[src/rtl/multicycle_controller_fsm.sv]
// Multicycle ARM-subset control unit: a state machine with per-state datapath
// controls, a memory wait counter, condition evaluation and stored NZCV flags.
module multicycle_controller_fsm #(
    parameter int MEM_LAT   = 1,
    parameter bit USE_READY = 1'b0
) (
    input  logic        CLK,
    input  logic        RESET,
    input  logic [31:0] INSTRUCTION,
    input  logic [3:0]  ALU_FLAGS,
    input  logic        MEM_READY,
    output logic        WD3Src,
    output logic        A3Src,
    output logic        IRWrite,
    output logic        PCWrite,
    output logic        AdrSrc,
    output logic        MemWrite,
    output logic        RegWrite,
    output logic        FlagWrite,
    output logic [1:0]  ALUSrcA,
    output logic [1:0]  ALUSrcB,
    output logic [1:0]  ResultSrc,
    output logic [3:0]  STATE,
    output logic [3:0]  FLAGS_Q,
    output logic        ILLEGAL
);

    typedef enum logic [3:0] {
        FETCH    = 4'd0,
        DECODE   = 4'd1,
        MEMADR   = 4'd2,
        MEMREAD  = 4'd3,
        MEMWB    = 4'd4,
        MEMWRITE = 4'd5,
        EXECR    = 4'd6,
        EXECI    = 4'd7,
        ALUWB    = 4'd8,
        BRANCH   = 4'd9
    } state_t;

    localparam logic [3:0] LAT_M1 = 4'(MEM_LAT - 1);

    state_t      state;
    state_t      state_nx;
    logic [3:0]  wait_cnt;
    logic        done;
    logic        illegal_set;
    logic        cond_ok;

    logic [3:0]  cond;
    logic [1:0]  op;
    logic        imm;
    logic        link;
    logic [3:0]  cmd;
    logic        ls_bit;

    assign cond   = INSTRUCTION[31:28];
    assign op     = INSTRUCTION[27:26];
    assign imm    = INSTRUCTION[25];
    assign link   = INSTRUCTION[24];
    assign cmd    = INSTRUCTION[24:21];
    assign ls_bit = INSTRUCTION[20];

    function automatic logic cond_pass(input logic [3:0] c, input logic [3:0] f);
        logic n, z, cf, v;
        {n, z, cf, v} = f;
        case (c)
            4'h0:    cond_pass = z;
            4'h1:    cond_pass = !z;
            4'h2:    cond_pass = cf;
            4'h3:    cond_pass = !cf;
            4'h4:    cond_pass = n;
            4'h5:    cond_pass = !n;
            4'h6:    cond_pass = v;
            4'h7:    cond_pass = !v;
            4'h8:    cond_pass = cf && !z;
            4'h9:    cond_pass = !cf || z;
            4'hA:    cond_pass = (n == v);
            4'hB:    cond_pass = (n != v);
            4'hC:    cond_pass = !z && (n == v);
            4'hD:    cond_pass = z || (n != v);
            4'hE:    cond_pass = 1'b1;
            default: cond_pass = 1'b0;
        endcase
    endfunction

    assign cond_ok = cond_pass(cond, FLAGS_Q);
    // MEM_READY only matters through done, which only the wait states consult
    assign done    = USE_READY ? MEM_READY : (wait_cnt == LAT_M1);
    assign STATE   = state;

    always_ff @(posedge CLK) begin
        if (!RESET) begin
            state    <= FETCH;
            wait_cnt <= 4'd0;
            FLAGS_Q  <= 4'd0;
            ILLEGAL  <= 1'b0;
        end else begin
            state <= state_nx;
            if (state_nx != state)
                wait_cnt <= 4'd0;
            else if (!USE_READY && !done)
                wait_cnt <= wait_cnt + 4'd1;
            if (FlagWrite)
                FLAGS_Q <= ALU_FLAGS;
            if (illegal_set)
                ILLEGAL <= 1'b1;
        end
    end

    always_comb begin
        state_nx    = FETCH;
        illegal_set = 1'b0;
        WD3Src      = 1'b0;
        A3Src       = 1'b0;
        IRWrite     = 1'b0;
        PCWrite     = 1'b0;
        AdrSrc      = 1'b0;
        MemWrite    = 1'b0;
        RegWrite    = 1'b0;
        FlagWrite   = 1'b0;
        ALUSrcA     = 2'b00;
        ALUSrcB     = 2'b00;
        ResultSrc   = 2'b00;
        case (state)
            FETCH: begin
                ALUSrcB   = 2'b11;
                ResultSrc = 2'b10;
                IRWrite   = done;
                PCWrite   = done;
                state_nx  = done ? DECODE : FETCH;
            end
            DECODE: begin
                ALUSrcB   = 2'b11;
                ResultSrc = 2'b10;
                A3Src     = (op == 2'b10);
                // Illegal encodings are flagged even when the condition fails
                if (cond == 4'hF || op == 2'b11) begin
                    illegal_set = 1'b1;
                    state_nx    = FETCH;
                end else if (!cond_ok)
                    state_nx = FETCH;
                else if (op == 2'b00)
                    state_nx = imm ? EXECI : EXECR;
                else if (op == 2'b01)
                    state_nx = MEMADR;
                else
                    state_nx = BRANCH;
            end
            MEMADR: begin
                ALUSrcA  = 2'b01;
                ALUSrcB  = 2'b01;
                state_nx = ls_bit ? MEMREAD : MEMWRITE;
            end
            MEMREAD: begin
                AdrSrc   = 1'b1;
                state_nx = done ? MEMWB : MEMREAD;
            end
            MEMWB: begin
                RegWrite  = 1'b1;
                ResultSrc = 2'b01;
                state_nx  = FETCH;
            end
            MEMWRITE: begin
                AdrSrc   = 1'b1;
                MemWrite = done;
                state_nx = done ? FETCH : MEMWRITE;
            end
            EXECR: begin
                ALUSrcA  = 2'b01;
                state_nx = ALUWB;
            end
            EXECI: begin
                ALUSrcA  = 2'b01;
                ALUSrcB  = 2'b01;
                state_nx = ALUWB;
            end
            ALUWB: begin
                // TST/TEQ/CMP/CMN (10xx) only update flags
                RegWrite  = (cmd[3:2] != 2'b10);
                FlagWrite = ls_bit;
                state_nx  = FETCH;
            end
            BRANCH: begin
                PCWrite   = 1'b1;
                ALUSrcB   = 2'b01;
                ResultSrc = 2'b10;
                WD3Src    = link;
                A3Src     = link;
                RegWrite  = link;
                state_nx  = FETCH;
            end
            default: state_nx = FETCH;
        endcase
    end

endmodule

[config.mk]
export PLATFORM = sky130hd
export DESIGN_NAME = multicycle_controller_fsm
export DESIGN_NICKNAME = d
export VERILOG_FILES = /design/src/rtl/multicycle_controller_fsm.sv
export SDC_FILE = /design/constraint.sdc
export NUM_CORES = 1
export LEC_CHECK = 0
export CAP_MARGIN = 10
export CORE_UTILIZATION = 35
export DETAILED_ROUTE_END_ITERATION = 12
export PLACE_DENSITY_LB_ADDON = 0.05
export SLEW_MARGIN = 20
export SYNTH_ARGS = -nofsm -noshare
export SYNTH_HDL_FRONTEND = slang
export SYNTH_SLANG_ARGS = --single-unit
export TNS_END_PERCENT = 50
[constraint.sdc]
create_clock -name CLK -period 1.6 [get_ports CLK]
set_input_delay 0.32 -clock CLK [delete_from_list [all_inputs] [get_ports CLK]]
set_output_delay 0.32 -clock CLK [all_outputs]
set_load 0.03 [all_outputs]
== After elaboration in Yosys (flattened, before gate mapping) ==
Cells that the tools add are included.
Word-level totals
  register bits after elaboration: 13
  latch bits: 0
  RAM bits: 0
  bits in read-only memories: 0
  bits of input ports: 39
  output and inout port bits: 23
  logic and storage cells: 81
  memories: 0
Operators by class
  add/subtract/negate cells: 1
  multiply operators: 0
  div/mod/pow operators: 0
  $lt $le $gt $ge: 0
  equality and inequality tests: 31
  shifts and indexed selects: 0
  mux-type cells: 24
  bitwise gates (word level): 1
  reduce and logical (&&, ||, !) cells: 20
Operators by type and width (number)
  4-bit equality test (second input constant): 10
  4-bit by 3-bit equality test with 1-bit output (second input constant): 8
  4-bit case mux with 6 select lines: 1
  4-bit by 2-bit equality test with 1-bit output (second input constant): 4
  4-bit 2-to-1 mux: 4
  1-bit case mux with 15 select lines: 1
  4-bit zero test: 3
  1-bit 2-to-1 mux: 10
  3-bit 2-to-1 mux: 3
  3-bit OR reduction: 3
  4-bit by 1-bit equality test with 1-bit output (second input constant): 2
  2-bit case mux with 2 select lines: 2
  2-bit OR reduction: 4
  4-bit by 1-bit adder with 4-bit output (second input constant): 1
  2-bit equality test (second input constant): 2
  1-bit zero test: 4
  4-bit != test: 1
  1-bit case mux with 2 select lines: 2
  1-bit logical OR: 3
  1-bit case mux with 3 select lines: 1
  2-bit by 1-bit equality test with 1-bit output (second input constant): 1
  1-bit logical AND: 2
  2-bit zero test: 1
  2-bit != test (second input constant): 1
  other kinds (3): 3

== Depth between registers and ports, before layout ==
  depth in word-level cells: 8
  mapped depth: 9
  depth with buffers taken out: 8

== Least setup slack after synthesis ==
OpenSTA, ideal clock, no wires.
  kind: reg-to-output
  start point: reg state[2] (netlist: STATE[2])
  end point: out RegWrite
  arrival: 2033 ps
  data required time: 1280 ps
  path slack: -753 ps
  cell stages (with the launch flop): 6
  buffers on the path: 2
  path through: dfxtp_1 > clkbuf_8 > clkbuf_1 > nor2b_1 > nor2_1 > a221oi_1
On the way
  longest elaborated chain between the ends: 2
  elaborated cells on any way between the ends: 4
  those cells by class: eq/ne (3); mux (1)
RTL lines
  from (decl): RTL line 43  | state_t state;
  from (signal assigned): RTL line 99  | state <= state_nx;
  4-bit equality test or 4-bit by 3-bit equality test with 1-bit output (tied branches): RTL line 125  | case (state)
  1-bit case mux with 3 select lines *: RTL line 125
  to (decl): RTL line 18  | output logic RegWrite,
Mark *: on every way between the ends. The rest lies on a longest branch, timed or not.

== Final worst setup path ==
  start point: reg wait_cnt[0]
  end point: out PCWrite
On the way
  longest elaborated chain between the ends: 2
RTL lines
  from (decl): RTL line 45  | logic [3:0] wait_cnt;
  from (signal assigned): RTL line 103  | wait_cnt <= wait_cnt + 4'd1;
  4-bit zero test: RTL line 89  | assign done = USE_READY ? MEM_READY : (wait_cnt == LAT_M1);
  1-bit case mux with 2 select lines: RTL line 125
  to (decl): RTL line 15  | output logic PCWrite,
Every way passes these cells.

==> results.sh <==
export IMPL_grt_pass1_vias=1248
export IMPL_setup_viol_count_final=18
export IMPL_grt_pass1_wl_microns=5580
export IMPL_cts_sinks=13
export IMPL_p_int_mw=0.652
export IMPL_reg2reg_from="FLAGS_Q[0]"
export IMPL_crit_family="simple AND/OR/NAND/NOR gates"
export IMPL_routedWlPerCell_microns=13.6
export IMPL_hold_start="ILLEGAL"
export IMPL_yosysWarningCount=0
export IMPL_cp_start_kind="flip-flop"
export IMPL_cts_tree="done"
export IMPL_synth_avg_cell_area_sq_um=7.55
export IMPL_layout_drive_gt1_share_pct=48.6
export IMPL_clkPwrFrac_pct=19.4
export IMPL_start_util_pct=37.2
export IMPL_synthDistinctLibCells=53
export IMPL_cp_num_cells=7
export IMPL_crit_start="wait_cnt[0]"
export IMPL_synth_area_sq_um=1150
export IMPL_postSynth_asyncResetShare_pct=0
export IMPL_synthFlopType="dfxtp_1"
export IMPL_path_class="reg -> out"
export IMPL_setup_tns_ns=-2.59
export IMPL_clk_path_buf_depth=2
export IMPL_swShare_pct=37.8
export IMPL_netlist_instances=153
export IMPL_grt_use_met3_pct=3.93
export IMPL_gr_usage_all_layers_pct=20.9
export IMPL_synth_edff_count=0
export IMPL_final_hold_viol_count=0
export IMPL_grt_use_met2_pct=35.5
export IMPL_via_per_inst=5.11
export IMPL_violations="setup timing"
export IMPL_area_growth_pct=76.2
export IMPL_clk_pin_slew_ns=0.08
export IMPL_power_total_mw=1.05
export IMPL_cts_root_buf="clkbuf_4"
export IMPL_grt_max_degree=15
export IMPL_hpwl_microns=2770
export IMPL_via_count=1329
export IMPL_fin_cells=260
export IMPL_rrSetupSlack_ns=-0.17
export IMPL_cts_htree_levels=1
export IMPL_place_ws_ns=-0.697
export IMPL_crit_fanout=3
export IMPL_global_route_overflow_total=0
export IMPL_rr_worst_depth=6
export IMPL_antenna_cells=0
export IMPL_num_nets_final=258
export IMPL_p_per_area_nw_per_um2=515
export IMPL_portBuffers=37
export IMPL_cts_hold_fix_buffers=0
export IMPL_finalWorstSetupSlack_ns=-0.353
export IMPL_worstSkewPairLatency_ns=0.27
export IMPL_use_met1_pct=28.0
export IMPL_crit_chain="inv_2, ha_4, or3b_4, nor3_4, a21oi_2, nor2_4, buf_6"
export IMPL_ys_ff_latch=13
export IMPL_p_switching_mw=0.396
export IMPL_finalInstanceArea_sq_um=2030
export IMPL_placed_area_sq_um=1810
export IMPL_synth_top_area_share_pct=22.5
export IMPL_holdWs_ns=0.470
export IMPL_cp_slowest_stage_delay_ns=0.41
export IMPL_synth_seq_area_share_pct=22.5
export IMPL_rsz0062_at_grt="true"
export IMPL_busiest_layer="met2"
export IMPL_synth_area_leaders="dfxtp_1 23%, nand2_1 6.2%, nor2_1 5.5%"
export IMPL_r2r_end="wait_cnt[1]"
export IMPL_io_pins=62
export IMPL_critical_path_endpoint_type="output pin"
export IMPL_cpMaxStageDelayCell="or3b_4"
export IMPL_maxCapViolations=0
export IMPL_die_w_microns=59.4
export IMPL_row_count=20
export IMPL_synth_top_cell_by_area="dfxtp_1"
export IMPL_antenna_found_initial=0
export IMPL_core_area_sq_um=3100
export IMPL_cp_endpoint="PCWrite"
export IMPL_critPathRequiredTime_ns=1.28
export IMPL_drt_total_wl_microns=3530
export IMPL_crit_buf_inv=2
export IMPL_worstHoldPathType="reg -> reg"
export IMPL_fmax_mhz=512
export IMPL_outcome="complete, but fails checks"
export IMPL_die_h_microns=59.4
export IMPL_p_leak_nw=0.881
export IMPL_place_congestion=0.884
export IMPL_slew_violations=0
export IMPL_dr_pass1_iters=4
export IMPL_drt_iter0_drc=55
export IMPL_period_share_pct=122
export IMPL_pwr_share_comb_pct=47.8
export IMPL_final_antenna_net_count=0
export IMPL_synthTopCellsByCount="19 x nand2_1, 17 x nor2_1, 13 x dfxtp_1, 10 x inv_1"
export IMPL_post_route_util_pct=65.6
export IMPL_ir_drop_mv=0.293
export IMPL_dp_cells=254
export IMPL_synth_fp_nets=194
export IMPL_numCtsBuffers=3
export IMPL_yosysMostFrequentCell="nand2_1"
export IMPL_post_route_min_period_ns=1.95
export IMPL_drc_errors=0
export IMPL_die_area_sq_um=3530
export IMPL_final_setup_skew_ns=0.00354
export IMPL_crit_arrival_ns=1.63
export IMPL_seqPwrFrac_pct=32.8
-- cells in the final DEF, fill, tap and decap left out, types with 6 or more instances in the layout --
cell type	netlist	final
dfxtp_4	0	6
inv_1	10	6
buf_6	3	13
dlygate4sd2_1	0	10
buf_4	2	33
nor2_1	17	11
clkdlybuf4s50_1	0	11
nand2_1	19	17
-- power by group through the flow --
stage	registers [mW]	clock network [mW]	logic, mW
final	0.344	0.203	0.501
after global routing	0.345	0.226	0.535
after detailed placement	0.350	0	0.455
after global placement	0.350	0	0.449
after CTS	0.344	0.205	0.473
after floorplan	0.367	0	0.268
-- metal layers --
| metal | wire length, microns | share of wire, % | vias up |
|---|---|---|---|
| met5 | 0 | 0 | - |
| met4 | 8 | 0.23 | 0 |
| met3 | 155 | 4.4 | 2 |
| met2 | 1700 | 48 | 38 |
| met1 | 1660 | 47 | 616 |
| li1 | - | - | 673 |
-- registers in the layout, summed over array words and instances (netlist names) --
signal,cells
STATE,4
FLAGS_Q,4
wait_cnt,4
ILLEGAL,1
-- cell type report --
| type | instances | area [sq um] |
|---|---|---|
| Multi-Input combinational cell | 117 | 977 |
| Inverter | 11 | 43.8 |
| Timing Repair Buffer | 71 | 644 |
| Tap cell | 44 | 55.1 |
| Fill cell | 290 | 1070 |
| Clock buffer | 4 | 26.3 |
| Sequential cell | 13 | 288 |
-- repair_timing --
| item | CTS | global route |
|---|---|---|
| resized for setup | 45 | 21 |
| setup endpoints to repair | 29 | 21 |
| setup buffers | 2 | 1 |
| endpoints found under the hold margin | 0 | 0 |
| pin swaps | 17 | 12 |
-- kinds of logic after synthesis --
kind of cell               after synthesis  share of synthesized area (%)
muxes                                    2                           1.73
adders and majority gates                3                           3.03
DFF                                     13                           22.5
xor gates and xnor gates                 5                           3.79
buffers and inverters                   23                           12.8
and+or+nand+nor                         71                           32.8
AOI/OAI and AO/OA                       35                           23.0
other                                    1                          0.325
-- worst min-delay path by stage --
stage                          end  slack, ns  cells after the start
after floorplan           STATE[2]       0.40                      1
after global placement     ILLEGAL       0.46                      1
after detailed placement   ILLEGAL       0.45                      1
after CTS                  ILLEGAL       0.48                      1
after global routing       ILLEGAL       0.50                      1
final                      ILLEGAL       0.47                      1
Note: power is estimated with default switching activity, not from simulation.
